$ cat src/rtl/ether_pkg.sv
// ether_pkg: shared Ethernet constants, TX state encoding and a byte-wide
// CRC-32 step function used by the ARP request generator and RX checker.
package ether_pkg;

  localparam logic [7:0]  ETH_PREAMBLE  = 8'h55;
  localparam logic [7:0]  ETH_SFD       = 8'hD5;
  localparam logic [15:0] ETYPE_ARP     = 16'h0806;
  localparam logic [15:0] ETYPE_VLAN    = 16'h8100;
  localparam logic [15:0] ETYPE_IP      = 16'h0800;
  localparam logic [31:0] CRC32_POLY    = 32'hEDB88320;
  localparam logic [31:0] CRC32_RESIDUE = 32'hDEBB20E3;
  localparam int          ETH_MIN_FRAME = 64;
  localparam int          ARP_LEN       = 28;
  localparam int          FCS_LEN       = 4;

  typedef enum logic [2:0] {
    S_IDLE, S_PRE, S_SFD, S_HDR, S_ARP, S_PAD, S_FCS, S_IFG
  } tx_state_t;

  // One byte of reflected CRC-32, LSB of the byte first.
  function automatic logic [31:0] crc32_byte(input logic [31:0] crc, input logic [7:0] din);
    logic [31:0] c;
    c = crc ^ {24'h0, din};
    for (int i = 0; i < 8; i++)
      c = c[0] ? ((c >> 1) ^ CRC32_POLY) : (c >> 1);
    return c;
  endfunction

endpackage

$ cat src/rtl/ether_crc32_d8.sv
// ether_crc32_d8: 8-bit-per-cycle CRC-32 register (raw, not inverted).
// Ports: clk, rst (sync, high) / init (load all-ones, wins over en) /
//        en (fold din into crc) / din [7:0] / crc [31:0] current register.
module ether_crc32_d8
  import ether_pkg::*;
(
  input  logic        clk,
  input  logic        rst,
  input  logic        init,
  input  logic        en,
  input  logic [7:0]  din,
  output logic [31:0] crc
);

  always_ff @(posedge clk) begin
    if (rst || init) crc <= '1;
    else if (en)     crc <= crc32_byte(crc, din);
  end

endmodule

$ cat src/rtl/ether_arp_request_tx.sv
// ether_arp_request_tx: ARP request frame generator on a byte-wide GMII TX
// interface. Emits preamble/SFD, broadcast header, ARP request, zero pad and
// CRC-32 FCS, then holds an inter-frame gap.
// Ports: clk, rst (sync, high); start / target_ip [31:0] request inputs;
//        busy, done status; en, er, data [7:0] GMII TX outputs.
// Build option: ETHER_ARP_TX_VLAN_EN inserts an 802.1Q tag (8100, VLAN_TCI)
// after the source MAC; the pad shrinks so total length is unchanged.
module ether_arp_request_tx
  import ether_pkg::*;
#(
  parameter logic [47:0] SRC_MAC      = 48'h00301ba0a48e,
  parameter logic [31:0] SRC_IP       = 32'h0a00150a,
  parameter int          PREAMBLE_LEN = 7,
  parameter int          IFG_CYCLES   = 12,
  parameter int          AUTO_PERIOD  = 0,
  parameter logic [15:0] VLAN_TCI     = 16'h0001
) (
  input  logic        clk,
  input  logic        rst,
  input  logic        start,
  input  logic [31:0] target_ip,
  output logic        busy,
  output logic        done,
  output logic        en,
  output logic        er,
  output logic [7:0]  data
);

  // Header bytes in transmit order, tag always present in the table; the
  // untagged build drops bytes 12..15.
  localparam logic [0:17][7:0] HDR_TAGGED = {48'hFFFF_FFFF_FFFF, SRC_MAC,
                                             ETYPE_VLAN, VLAN_TCI, ETYPE_ARP};
`ifdef ETHER_ARP_TX_VLAN_EN
  localparam int               HDR_LEN = 18;
  localparam logic [0:17][7:0] HDR_B   = HDR_TAGGED;
`else
  localparam int               HDR_LEN = 14;
  localparam logic [0:17][7:0] HDR_B   = {HDR_TAGGED[0:11], HDR_TAGGED[16:17], 32'h0};
`endif
  localparam int PAD_LEN = ETH_MIN_FRAME - FCS_LEN - HDR_LEN - ARP_LEN;

  tx_state_t        state, state_n;
  logic [7:0]       cnt, cnt_n, last_cnt, byte_n;
  logic [31:0]      tip, crc;
  logic             accept, timer_fire, crc_init, crc_en;
  logic [0:27][7:0] arp_b;
  logic [3:0][7:0]  fcs_b;

  assign accept = (state == S_IDLE) && (start || timer_fire);
  assign arp_b  = {16'h0001, ETYPE_IP, 8'd6, 8'd4, 16'h0001, SRC_MAC, SRC_IP, 48'h0, tip};
  assign fcs_b  = ~crc;

  always_comb begin
    last_cnt = 8'd0;
    case (state)
      S_PRE:   last_cnt = 8'(PREAMBLE_LEN - 1);
      S_HDR:   last_cnt = 8'(HDR_LEN - 1);
      S_ARP:   last_cnt = 8'(ARP_LEN - 1);
      S_PAD:   last_cnt = 8'(PAD_LEN - 1);
      S_FCS:   last_cnt = 8'(FCS_LEN - 1);
      S_IFG:   last_cnt = 8'(IFG_CYCLES - 1);
      default: last_cnt = 8'd0;
    endcase
  end

  always_comb begin
    state_n = state;
    cnt_n   = cnt + 8'd1;
    if (state == S_IDLE) begin
      cnt_n = 8'd0;
      if (accept) state_n = S_PRE;
    end else if (cnt == last_cnt) begin
      cnt_n = 8'd0;
      case (state)
        S_PRE:   state_n = S_SFD;
        S_SFD:   state_n = S_HDR;
        S_HDR:   state_n = S_ARP;
        S_ARP:   state_n = S_PAD;
        S_PAD:   state_n = S_FCS;
        S_FCS:   state_n = S_IFG;
        default: state_n = S_IDLE;
      endcase
    end
  end

  // Outputs are registered from the next state, so the byte mux looks at
  // state_n/cnt_n. The CRC register has absorbed the last pad byte by the
  // time state_n first reaches FCS.
  always_comb begin
    byte_n = 8'h00;
    case (state_n)
      S_PRE:   byte_n = ETH_PREAMBLE;
      S_SFD:   byte_n = ETH_SFD;
      S_HDR:   byte_n = HDR_B[cnt_n[4:0]];
      S_ARP:   byte_n = arp_b[cnt_n[4:0]];
      S_FCS:   byte_n = fcs_b[cnt_n[1:0]];
      default: byte_n = 8'h00;
    endcase
  end

  assign crc_init = (state_n == S_PRE);
  assign crc_en   = (state_n == S_HDR) || (state_n == S_ARP) || (state_n == S_PAD);

  ether_crc32_d8 u_crc (
    .clk  (clk),
    .rst  (rst),
    .init (crc_init),
    .en   (crc_en),
    .din  (byte_n),
    .crc  (crc)
  );

  // Auto-repeat: counts consecutive IDLE cycles, fires on the Nth.
  if (AUTO_PERIOD > 0) begin : g_auto
    logic [31:0] timer;
    always_ff @(posedge clk) begin
      if (rst)                                          timer <= '0;
      else if ((state == S_IDLE) && (state_n == S_IDLE)) timer <= timer + 32'd1;
      else                                              timer <= '0;
    end
    assign timer_fire = (timer == 32'(AUTO_PERIOD - 1));
  end else begin : g_trig
    assign timer_fire = 1'b0;
  end

  always_ff @(posedge clk) begin
    if (rst) begin
      state <= S_IDLE;
      cnt   <= 8'd0;
      tip   <= '0;
      en    <= 1'b0;
      data  <= 8'h00;
      busy  <= 1'b0;
      done  <= 1'b0;
    end else begin
      state <= state_n;
      cnt   <= cnt_n;
      if (accept) tip <= target_ip;
      en    <= (state_n != S_IDLE) && (state_n != S_IFG);
      data  <= byte_n;
      busy  <= (state_n != S_IDLE);
      done  <= (state == S_FCS) && (state_n == S_IFG);
    end
  end

  assign er = 1'b0;

endmodule

$ cat config.mk
export PLATFORM = sky130hd
export DESIGN_NAME = ether_arp_request_tx
export DESIGN_NICKNAME = d
export VERILOG_FILES = /design/src/rtl/ether_pkg.sv /design/src/rtl/ether_crc32_d8.sv /design/src/rtl/ether_arp_request_tx.sv
export SDC_FILE = /design/constraint.sdc
export NUM_CORES = 1
export LEC_CHECK = 0
export BUFFER_PORTS_ARGS = -buffer_cell sky130_fd_sc_hd__buf_4
export CAP_MARGIN = 20
export CORE_MARGIN = 4
export CORE_UTILIZATION = 52
export CTS_CLUSTER_SIZE = 40
export DETAILED_ROUTE_END_ITERATION = 12
export PLACE_DENSITY = 0.75
export RECOVER_POWER = 25
export SYNTH_ARGS = -nofsm -noshare
export SYNTH_HDL_FRONTEND = slang
export SYNTH_SLANG_ARGS = --single-unit
$ cat constraint.sdc
create_clock -name clk -period 10.75 [get_ports clk]
set_clock_uncertainty 0.05 [all_clocks]
set_input_delay 0.5375 -clock clk [delete_from_list [all_inputs] [get_ports clk]]
set_output_delay 0.5375 -clock clk [all_outputs]
set_load 0.005 [all_outputs]
==> key figures, run 1 <==
Run status
  • Status: finished clean

Min path
  • Hold Path Sink: tip[31]
  • Worst min path class: in2reg
  • Worst hold path depth: 3
  • Hold_sp: target_ip[31]

Synth
  • Xor-xnor portion of the synthesized cell area: about 15%
  • Largest family of logic cells by synthesized area: compound AO/OA/AOI/OAI gates
  • Gate Count Post-Synth: between 600 and 700
  • Adder-Cell Fraction of Synth Area: under 10%
  • Yosys reg bits: between 80 and 90
  • Unique masters post-synth: 80
  • Synth Area per Inst: roughly 8 um^2
  • Top-count cell post-synth: nand2_1
  • Synth Net Count: about 730
  • Commonest cells post-synth: 102 x nand2_1, 86 x dfxtp_1, 68 x a21oi_1, 59 x nor2_1, 38 x xnor2_1
  • Post-synthesis simple-gate area fraction: just over 20%
  • Synth top area share: 31.14%
  • Primary FF master, synth: dfxtp_1
  • Area leader, netlist: dfxtp_1
  • Synth Area in Compound Gates: approximately a quarter
  • Post-synthesis mux area share: around 2.7%
  • Post-synth EDFFs: 0
  • Post-Syn Area: 5529 um^2
  • YS warnings: 0
  • Area contributors post-synth: dfxtp_1 31%, nand2_1 6.9%, a21oi_1 6.2%, xnor2_1 6.0%, xor2_1 4.4%
  • Seq/Total Area, Yosys: a little under a third
  • Post-synthesis async set-or-reset flop share: 0%

Die
  • Die width: ~110 um
  • I/O pin count: 47
  • Core Area: slightly above 10000 um^2
  • Row count: 37
  • Full die area: roughly 12000 um^2
  • Initial core utilization: between 50 and 60%
  • Die Y: 111.1 um

Drt
  • Post-route DRC: 0
  • Via Count: between 5000 and 6000
  • Pre-Repair DR Iteration Count: 5
  • Final ANT Viol Nets: 0
  • Via-per-instance ratio: roughly 6.1
  • Final wirelength: between 15000 and 20000 um
  • DR WL/cell: between 15 and 20 um
  • Drt initial violations: 489

Timing
  • Final Critical Period: 5456 ps
  • Worst rel slew slack: between 20% and 30%
  • Max Clock Freq: between 150 and 200 MHz
  • Unrepaired setup endpoints after global routing: no
  • Final Max Tran Viols: 0
  • Worst Tran Pin Value: 1169 ps
  • Setup violators final: 0
  • Final hold vios: 0
  • Setup TNS: 0 ps
  • Period utilization: approximately 50%

Placed design
  • Final GP Congestion: ~0.94
  • PortBufs: 45
  • DP HPWL: around 11000 um
  • Area after DPL: just under 6000 um^2

CTS
  • Cts hold-fix bufs: 0
  • H-Tree Depth: 3
  • Inserted Clock Buffers: 9
  • PostCTS Resize Cnt: 0
  • Clock Tree Root: clkbuf_8
  • Sink Count: 86
  • Postcts setup bufs: 0
  • CTS tree: yes
  • Clock transition at path regs: approximately 100 ps
  • Worst-case clock buffer depth: 2
  • Worst skew pair latency: ~370 ps

Cells and area
  • P&R area growth vs syn: 10.27%
  • Share of cells above drive strength 1: approximately 16%
  • Diode count: 0
  • Design area: ~6000 um^2
  • Post-layout nets: 749

Critical path
  • Crit Path Class: reg2reg
  • Worst Setup End Kind: register
  • Flop2flop setup slack: between 5000 and 6000 ps
  • Worst r2r path cells: 20
  • Critical Path Fanout Max: 29
  • Top cell family by delay on the critical path: XOR/XNOR gates
  • CP Buf/Inv Count: 3
  • Crit path launch: state[0]
  • Reg2Reg Capture Point: u_crc.crc[24]
  • Worst Path Arrival: 5650 ps
  • CP Data Required Time: ~11000 ps
  • Worst reg2reg startpoint: state[0]
  • CP cell instances: inv_1 -> ha_1 -> o21bai_1 -> a31oi_1 -> or4_4 -> nor2_2 -> buf_4 -> nor2_1 -> inv_1 -> ha_1 -> and3_1 -> nor2_1 -> a32o_1 -> nor4_1 -> a211oi_2 -> xnor2_2 -> xnor2_2 -> xnor2_1 -> xnor2_1 -> a21oi_1
  • Worst path slowest cell: xnor2_2
  • Critical Path Start Type: register
  • Largest stage delay on the critical path: roughly 650 ps

Global routing
  • Vias in the first global route: ~4900
  • GRT Total Usage: 24.36%
  • Largest net degree at the start of global routing: between 50 and 60
  • Gr ovfl total: 0
  • Initial antenna violation count: 0
  • First-pass GRT wire length: 24920 um

Pwr
  • Static Leak: approximately 2.3 nW
  • Power density over cell area: between 300 and 400 nW/um^2
  • Power, Total: 2.067 mW
  • Max VDD drop: 220.6 uV

Run
  • Max-cap violations: 0
## worst max-delay path by stage
stage                          endpoint  slack [ps]  cells after the start
after floorplan           u_crc.crc[20]        5670                     24
after global placement    u_crc.crc[21]        5580                     20
after detailed placement  u_crc.crc[21]        5470                     20
after CTS                 u_crc.crc[24]        5420                     20
after global routing      u_crc.crc[24]        4920                     20
final                     u_crc.crc[24]        5290                     20
## per-layer routing
layer	share of wire, %	routed length, um	GRT usage [%]
met5	0	0	0
met3	9.2	1390	5.022
met2	44	6685	36.73
met1	45	6792	34.57
met4	2.1	318	8.435
## cell type report
cell class                 instances  area [um^2]
clock buffer                      12        155.1
sequential                        86         1722
multi-input combinational        540         3527
clock inverter                     4        52.55
tap                              136        170.2
timing repair buffer              56        429.2
fill                             945         4227
inverter                          11        41.29
## sequential cells by signal, summed over array words and instances (netlist names)
name and count:
data 8, en 1, busy 1, cnt 8, done 1, state 3
tip 32, u_crc.crc 32
## cells by family (layout without fill, tap and decap cells)
| logic type | after synthesis | after routing |
|---|---|---|
| AND/OR/NAND/NOR | 243 | 243 |
| AO/OA/AOI/OAI | 193 | 193 |
| flip-flops | 86 | 86 |
| XOR/XNOR | 79 | 79 |
| buffers and inverters | 62 | 83 |
| multiplexers | 14 | 14 |
| adder cells (fa/ha/maj) | 10 | 10 |
| other | 1 | 1 |
## power breakdown
group	total (mW)	switching, mW	leakage [nW]	internal (mW)
logic	1.42	0.866	1.48	0.555
registers	0.400	0.0337	0.702	0.367
clock network	0.245	0.123	0.107	0.122
total	2.07	1.02	2.28	1.04
## cells in the final DEF, fill, tap and decap left out, types with 11 or more instances in the layout
cell,instances
a21oi_1,67
inv_1,11
nand2_1,102
nor4_1,11
xnor2_1,38
nor3_1,23
buf_4,42
nor2_1,59
xor2_1,28
o21ai_0,30
clkbuf_8,11
dfxtp_1,86
## metrics by stage
step	hold WS [ps]	std cells	utilization [%]	setup WS (ps)
6_report	348.3	845	59.06	5294
3_3_place_gp	392.1	827	56.82	5585
4_1_cts	338.8	843	58.83	5420
3_5_place_dp	397.2	827	56.82	5472
5_1_grt	341.6	845	59.06	4920
2_1_floorplan	381.9	688	-	5672
## tightest hold or removal path, stage by stage
cell and delay [ps]:
buf_4 110, nand2_1 40, a21oi_1 50
Note: power is estimated with default switching activity, not from simulation.
==> inputs of run 2 (changes only) <==
PLACE_DENSITY = 0.78   (was 0.75)
clock period = 4.85 ns   (was 10.75 ns; I/O delays follow)
==> run 2 against run 1 <==
Register-to-register slack worse by 5100 ps. Clock power grew 85%. Highest routed layer unchanged. Worst setup slack worse by 5100 ps. Final cell count is 2.8% higher. Critical endpoint is now u_crc.crc[23].
==> key figures, run 2 (synthesized netlist as in run 1, its figures left out) <==
Pwr
  • Max VDD drop: 374.4 uV (+70%)
  • Static Leak: 2.388 nW (+4.5%)
  • Power density over cell area: 766.6 nW/um^2 (+130%)

Die
  • Die Y: 111.1 um (unchanged)
  • Initial core utilization: 53.56% (unchanged)
  • Full die area: 12350 um^2 (unchanged)
  • Core Area: 10320 um^2 (unchanged)
  • I/O pin count: 47 (unchanged)
  • Die width: 111.1 um (unchanged)
  • Row count: 37 (unchanged)

Drt
  • Final wirelength: 15870 um (+4.5%)
  • Via-per-instance ratio: 6.104 (+0.48%)
  • Pre-Repair DR Iteration Count: 5 (unchanged)
  • Via Count: 5304 (+3.3%)
  • DR WL/cell: 18.27 um (+1.6%)
  • Post-route DRC: 0 (unchanged)
  • Final ANT Viol Nets: 0 (unchanged)
  • Drt initial violations: 567 (+16%)

Cells and area
  • Most used cells in the layout excluding fill and tap cells: 102 x nand2_1, 86 x dfxtp_1, 69 x buf_4, 67 x a21oi_1, 59 x nor2_1
  • Final Core Density: 60.97% (+1.9 points)
  • Design area: 6295 um^2 (+3.2%)
  • Share of cells above drive strength 1: 19.24% (+3.7 points)
  • Top Registers: tip: 32 flops, u_crc.crc: 32 flops
  • Diode count: 0 (unchanged)
  • Commonest non-fill, non-tap cell in the layout: nand2_1
  • P&R area growth vs syn: 13.85%
  • Post-layout nets: 775 (+3.5%)

Timing
  • Worst setup margin: 218.4 ps (-5076 ps)
  • Worst Tran Pin Value: 1357 ps (+187.7 ps)
  • Worst rel slew slack: 9.543% (-13 points)
  • Setup violators final: 0 (unchanged)
  • Period utilization: 95.50% (+45 points)
  • Final Max Tran Viols: 0 (unchanged)
  • Final Critical Period: 4632 ps (-824.3 ps)
  • Final hold vios: 0 (unchanged)
  • Max Clock Freq: 215.9 MHz (+18%)

Critical path
  • Worst reg2reg startpoint: state[0]
  • Critical Path Fanout Max: 11 (-62%)
  • Crit path launch: state[0]
  • Worst Path Arrival: 4840 ps (-810 ps)
  • Critical Path Start Type: register
  • Worst Setup End Kind: register
  • Flop2flop setup slack: 220 ps (-5080 ps)
  • CP Data Required Time: 5060 ps (-5880 ps)
  • Crit Path Class: reg2reg

CTS
  • Worst skew pair latency: 370 ps (about the same)
  • Worst-case clock buffer depth: 2 (unchanged)
  • Clock transition at path regs: 90 ps (about the same)
  • H-Tree Depth: 3 (unchanged)
  • Inserted Clock Buffers: 9 (unchanged)
  • Sink Count: 86 (unchanged)
  • Cts hold-fix bufs: 0 (unchanged)
  • CTS tree: yes
  • Clock Tree Root: clkbuf_8

Placed design
  • PortBufs: 45 (unchanged)
  • Area after DPL: 6072 um^2 (+3.5%)
  • Dpl ws: 158.7 ps (-5314 ps)
  • DP HPWL: 11450 um (+7.2%)
  • Final GP Congestion: 0.9323 (-1.2%)

Global routing
  • Gr ovfl total: 0 (unchanged)
  • Initial antenna violation count: 0 (unchanged)
  • GRT Total Usage: 25.92% (+1.6 points)
  • Largest net degree at the start of global routing: 55 (unchanged)
  • First-pass GRT wire length: 26300 um (+5.5%)
  • Vias in the first global route: 5120 (+4.1%)

Run
  • Max-cap violations: 0 (unchanged)

Min path
  • Hold_sp: target_ip[25]
  • Worst min path class: in2reg

Run status
  • Status: finished clean
==> run 2: cell types whose count changed in the layout (fill, tap and decap cells not counted), sizes merged <==
cell	before	now
inv	13	11
bufinv	1	0
clkbuf	25	22
buf	43	70
clkinvlp	0	2
clkinv	1	2
==> run 2: critical path, cell delays in order (launching register included) <==
cell and delay (ps):
dfxtp_1 410, inv_1 130, ha_2 260, o21bai_1 150, a31oi_1 150, or4_4 570
o31ai_2 350, o31a_1 540, buf_4 250, nor4_1 60, nor3_1 340, xor2_1 270
buf_12 190, nor2_2 80, a21bo_1 250, a22o_1 230, o41ai_1 230
==> run 2: metal layers <==
metal | vias up | GRT usage (%) | routed length [um]
met5 | - | 0 | 0
met4 | 0 | 9.002 | 419
met3 | 44 | 4.585 | 1425
met2 | 267 | 40.17 | 7154
met1 | 2487 | 36.35 | 6874
li1 | 2506 | - | -
==> run 2: repair_timing <==
action / 4_1_cts / 5_1_grt
buffers inserted: 0 / 3
gates resized for setup: 0 / 7
endpoints found under the setup margin: 0 / 21
==> run 2: final cells by class <==
class,count,area [um^2]
Clock inverter,4,25.02
Timing Repair Buffer,82,620.6
Clock buffer,10,137.6
Multi-Input combinational cell,540,3578
Sequential cell,86,1722
Inverter,11,41.29
Tap cell,136,170.2
Fill cell,914,4029
==> run 2: stage by stage <==
stage,hold slack (ps),power [mW],TNS [ps],instances
after floorplan,328.5,3.397,0,688
after global placement,393.9,4.185,0,852
after detailed placement,398.2,4.209,0,852
after CTS,47.96,4.682,0,866
after global routing,49.45,5.136,-16.61,869
final,58.66,4.826,0,869
==> run 2: worst paths after layout <==
path / endpoint / depth (start not counted)
worst min-delay path: tip[25] / 3
worst max-delay path: u_crc.crc[23] / 16
worst max register to register: u_crc.crc[23] / 16
worst min register to register: tip[5] / 2
==> run 2: where the power goes <==
group	total (mW)	switching (mW)	internal (mW)
logic	3.48	2.04	1.44
clock network	0.454	0.262	0.193
registers	0.891	0.0779	0.813
total	4.83	2.38	2.45
==> inputs of run 3 (changes only) <==
SYNTH_HIERARCHICAL = 1   (was default)
==> run 3 against run 2 <==
Wire length decreased by 7.0%. Largest power group unchanged. Non-clock buffer count decreased by 19. Die area decreased by 2.6%. Critical endpoint is now u_crc/crc[19]. Worst setup slack improved by 110 ps. Highest routed layer unchanged. First-iteration DRC count decreased by 26%. Register-to-register slack improved by 110 ps. Critical path depth unchanged. Cell area decreased by 2.9%. Via count decreased by 8.6%. Combinational power decreased by 16%.
==> key figures, run 3 <==
Drt
  • Final wirelength: 14760 um (-7.0%)
  • Via-per-instance ratio: 5.886 (-3.6%)
  • DR WL/cell: 17.91 um (-2.0%)
  • Pre-Repair DR Iteration Count: 5 (unchanged)
  • Final ANT Viol Nets: 0 (unchanged)
  • Drt initial violations: 417 (-26%)
  • Via Count: 4850 (-8.6%)
  • Post-route DRC: 0 (unchanged)

Critical path
  • Worst path slowest cell: dfxtp_2
  • CP Data Required Time: 5110 ps (+50 ps)
  • Critical Path Start Type: register
  • Crit path launch: state[0]
  • Flop2flop setup slack: 330 ps (+110 ps)
  • Reg2Reg Capture Point: u_crc/crc[19]
  • Worst r2r path cells: 16 (unchanged)
  • Worst Setup End Kind: register
  • Largest stage delay on the critical path: 510 ps (-60 ps)
  • Worst reg2reg startpoint: state[0]
  • Critical Path Fanout Max: 17 (+6)
  • Crit Path Class: reg2reg
  • Worst Path Arrival: 4780 ps (-60 ps)
  • CP cell instances: xor2_1 -> a211o_1 -> a211o_1 -> o21ai_2 -> inv_1 -> ha_1 -> mux2_2 -> a21oi_1 -> nor2_1 -> a311oi_2 -> o21ai_1 -> xnor2_4 -> xor2_4 -> xnor2_4 -> xnor3_1 -> o21ai_1

Synth
  • Gate Count Post-Synth: 654 (-4.9%)
  • Synth Net Count: 695 (-5.2%)
  • Post-synth EDFFs: 0 (unchanged)
  • Primary FF master, synth: dfxtp_1
  • Commonest cells post-synth: 118 x nand2_1, 86 x dfxtp_1, 51 x xnor2_1, 48 x a21oi_1, 47 x nor2_1
  • Area contributors post-synth: dfxtp_1 32%, xnor2_1 8.3%, nand2_1 8.2%, a21oi_1 4.5%, mux2i_1 3.7%
  • Post-Syn Area: 5371 um^2 (-2.9%)
  • Unique masters post-synth: 69 (-14%)
  • Seq/Total Area, Yosys: 32.05% (+0.91 points)
  • Synth top area share: 32.05% (+0.91 points)
  • YS warnings: 6 (+6)
  • Area leader, netlist: dfxtp_1
  • Top-count cell post-synth: nand2_1
  • Synth Area per Inst: 8.213 um^2 (+2.2%)
  • Post-synthesis async set-or-reset flop share: 0% (unchanged)
  • Yosys reg bits: 86 (unchanged)

Run status
  • Status: finished clean

Placed design
  • PortBufs: 45 (unchanged)
  • DP HPWL: 10650 um (-7.0%)
  • Final GP Congestion: 0.9810 (+5.2%)
  • Inst Count DP: 807 (-5.3%)

Timing
  • Worst Tran Pin Value: 1057 ps (-300.1 ps)
  • Final Critical Period: 4519 ps (-112.2 ps)
  • Final Max Tran Viols: 0 (unchanged)
  • Unrepaired setup endpoints after global routing: no
  • Setup TNS: 0 ps (unchanged)
  • Max Clock Freq: 221.3 MHz (+2.5%)
  • Period utilization: 93.18% (-2.3 points)
  • Worst rel slew slack: 29.38% (+20 points)
  • Setup violators final: 0 (unchanged)
  • Final hold vios: 0 (unchanged)

Die
  • Die width: 109.6 um (-1.3%)
  • Row count: 36 (-2.7%)
  • Full die area: 12020 um^2 (-2.6%)
  • Core Area: 9910 um^2 (-4.0%)
  • I/O pin count: 47 (unchanged)
  • Initial core utilization: 54.20% (+0.65 points)
  • Die Y: 109.6 um (-1.3%)

Pwr
  • Static Leak: 2.381 nW (-0.26%)
  • Net Sw Frac: 45.56% (-3.7 points)
  • Combinational Power Share: 65.2% (-6.9 points)
  • Power density over cell area: 732.2 nW/um^2 (-4.5%)
  • Net Sw Power: 2.039 mW (-14%)
  • Seq pwr share: 20.8% (+2.3 points)
  • Max VDD drop: 337.2 uV (-9.9%)
  • Clock network power share: 14.0% (+4.6 points)
  • Int Power: 2.436 mW (-0.53%)

CTS
  • Cts hold-fix bufs: 0 (unchanged)
  • H-Tree Depth: 3 (unchanged)
  • Clock Tree Root: clkbuf_8
  • CTS tree: yes
  • Clock transition at path regs: 90 ps (about the same)
  • Inserted Clock Buffers: 9 (unchanged)
  • Worst skew pair latency: 390 ps (+20 ps)
  • Sink Count: 86 (unchanged)
  • Worst-case clock buffer depth: 2 (unchanged)

Min path
  • Hold_sp: target_ip[1]
  • Hold Path Sink: tip[1]
  • Worst hold path depth: 3 (unchanged)
  • Worst min path class: in2reg

Global routing
  • First-pass GRT wire length: 24320 um (-7.6%)
  • Initial antenna violation count: 0 (unchanged)
  • Vias in the first global route: 4744 (-7.3%)
  • GRT Total Usage: 26.00% (+0.079 points)
  • Largest net degree at the start of global routing: 58 (+5.5%)
  • Gr ovfl total: 0 (unchanged)

Cells and area
  • Top Registers: tip: 32 flops, u_crc/crc: 32 flops
  • Commonest non-fill, non-tap cell in the layout: nand2_1
  • Diode count: 0 (unchanged)
  • Finished Layout Cells: 824 (-5.2%)
  • P&R area growth vs syn: 13.79% (about the same)
  • Post-layout nets: 727 (-6.2%)
  • Share of cells above drive strength 1: 16.21% (-3.0 points)
  • Most used cells in the layout excluding fill and tap cells: 118 x nand2_1, 83 x dfxtp_1, 50 x xnor2_1, 50 x buf_4, 48 x a21oi_1

Run
  • Max-cap violations: 0 (unchanged)
-- run 3: per-layer routing --
metal  vias to the layer above  wire length [um]  global-route usage [%]
met2                       181              6778                   41.11
met1                      2290              6654                   35.45
li1                       2343                 -                       -
met3                        36               899                   3.641
met4                         0               422                   11.22
met5                         -                 0                       0
-- run 3: how the worst max path moves through the flow --
stage	slack [ps]	end	cells past startpoint
floorplan	410	u_crc/crc[19]	18
global placement	290	u_crc/crc[24]	16
detailed placement	130	u_crc/crc[19]	16
CTS	100	u_crc/crc[19]	16
global route	100	u_crc/crc[19]	16
finish	330	u_crc/crc[19]	16
-- run 3: timing repair --
action / in CTS / in global routing
setup buffers: 0 / 0
gates resized for setup: 0 / 6
endpoints found under the setup margin: 0 / 12
-- run 3: power by group through the flow --
| stage | sequential, mW | combinational (mW) | clock [mW] |
|---|---|---|---|
| floorplan | 0.899 | 2.30 | 0 |
| global placement | 0.939 | 2.77 | 0 |
| detailed placement | 0.946 | 2.81 | 0 |
| CTS | 0.931 | 2.84 | 0.633 |
| global route | 0.949 | 3.13 | 0.658 |
| finish | 0.933 | 2.92 | 0.625 |
-- run 3: per-stage QoR --
step	power [mW]	utilization, %	hold slack (ps)	cell area [um^2]	setup slack (ps)
global placement	3.711	58.71	391.8	5818	289.8
CTS	4.404	61.19	36.16	6063	104.1
detailed placement	3.759	58.71	396.5	5818	128.3
global route	4.736	61.68	54.76	6112	98.12
finish	4.475	61.68	43.19	6112	330.6
floorplan	3.198	-	328.5	5371	405.3
-- run 3: critical path, delay by kind of cell (launching register included) --
kind | cells | cell delay [ps]
AO/OA/AOI/OAI | 7 | 1760
XOR/XNOR | 5 | 1340
flip-flops | 1 | 510
adder cells (fa/ha/maj) | 1 | 330
multiplexers | 1 | 270
buffers and inverters | 1 | 90
AND/OR/NAND/NOR | 1 | 80
-- run 3: area by class of cell --
class | count | area, um^2
Timing Repair Buffer | 63 | 485.5
Inverter | 7 | 28.78
Tap cell | 133 | 166.4
Multi-Input combinational cell | 519 | 3461
Clock inverter | 7 | 121.4
Fill cell | 895 | 3797
Sequential cell | 86 | 1725
Clock buffer | 9 | 123.9
-- run 3: cell families after synthesis --
| kind of cell | share of synthesized area, % |
|---|---|
| other | 0.06981 |
| adders and majority gates | 1.398 |
| xor gates and xnor gates | 17.89 |
| AOI/OAI and AO/OA | 18.68 |
| muxes | 4.985 |
| and+or+nand+nor | 20.82 |
| buffers and inverters | 4.100 |
| DFF | 32.05 |
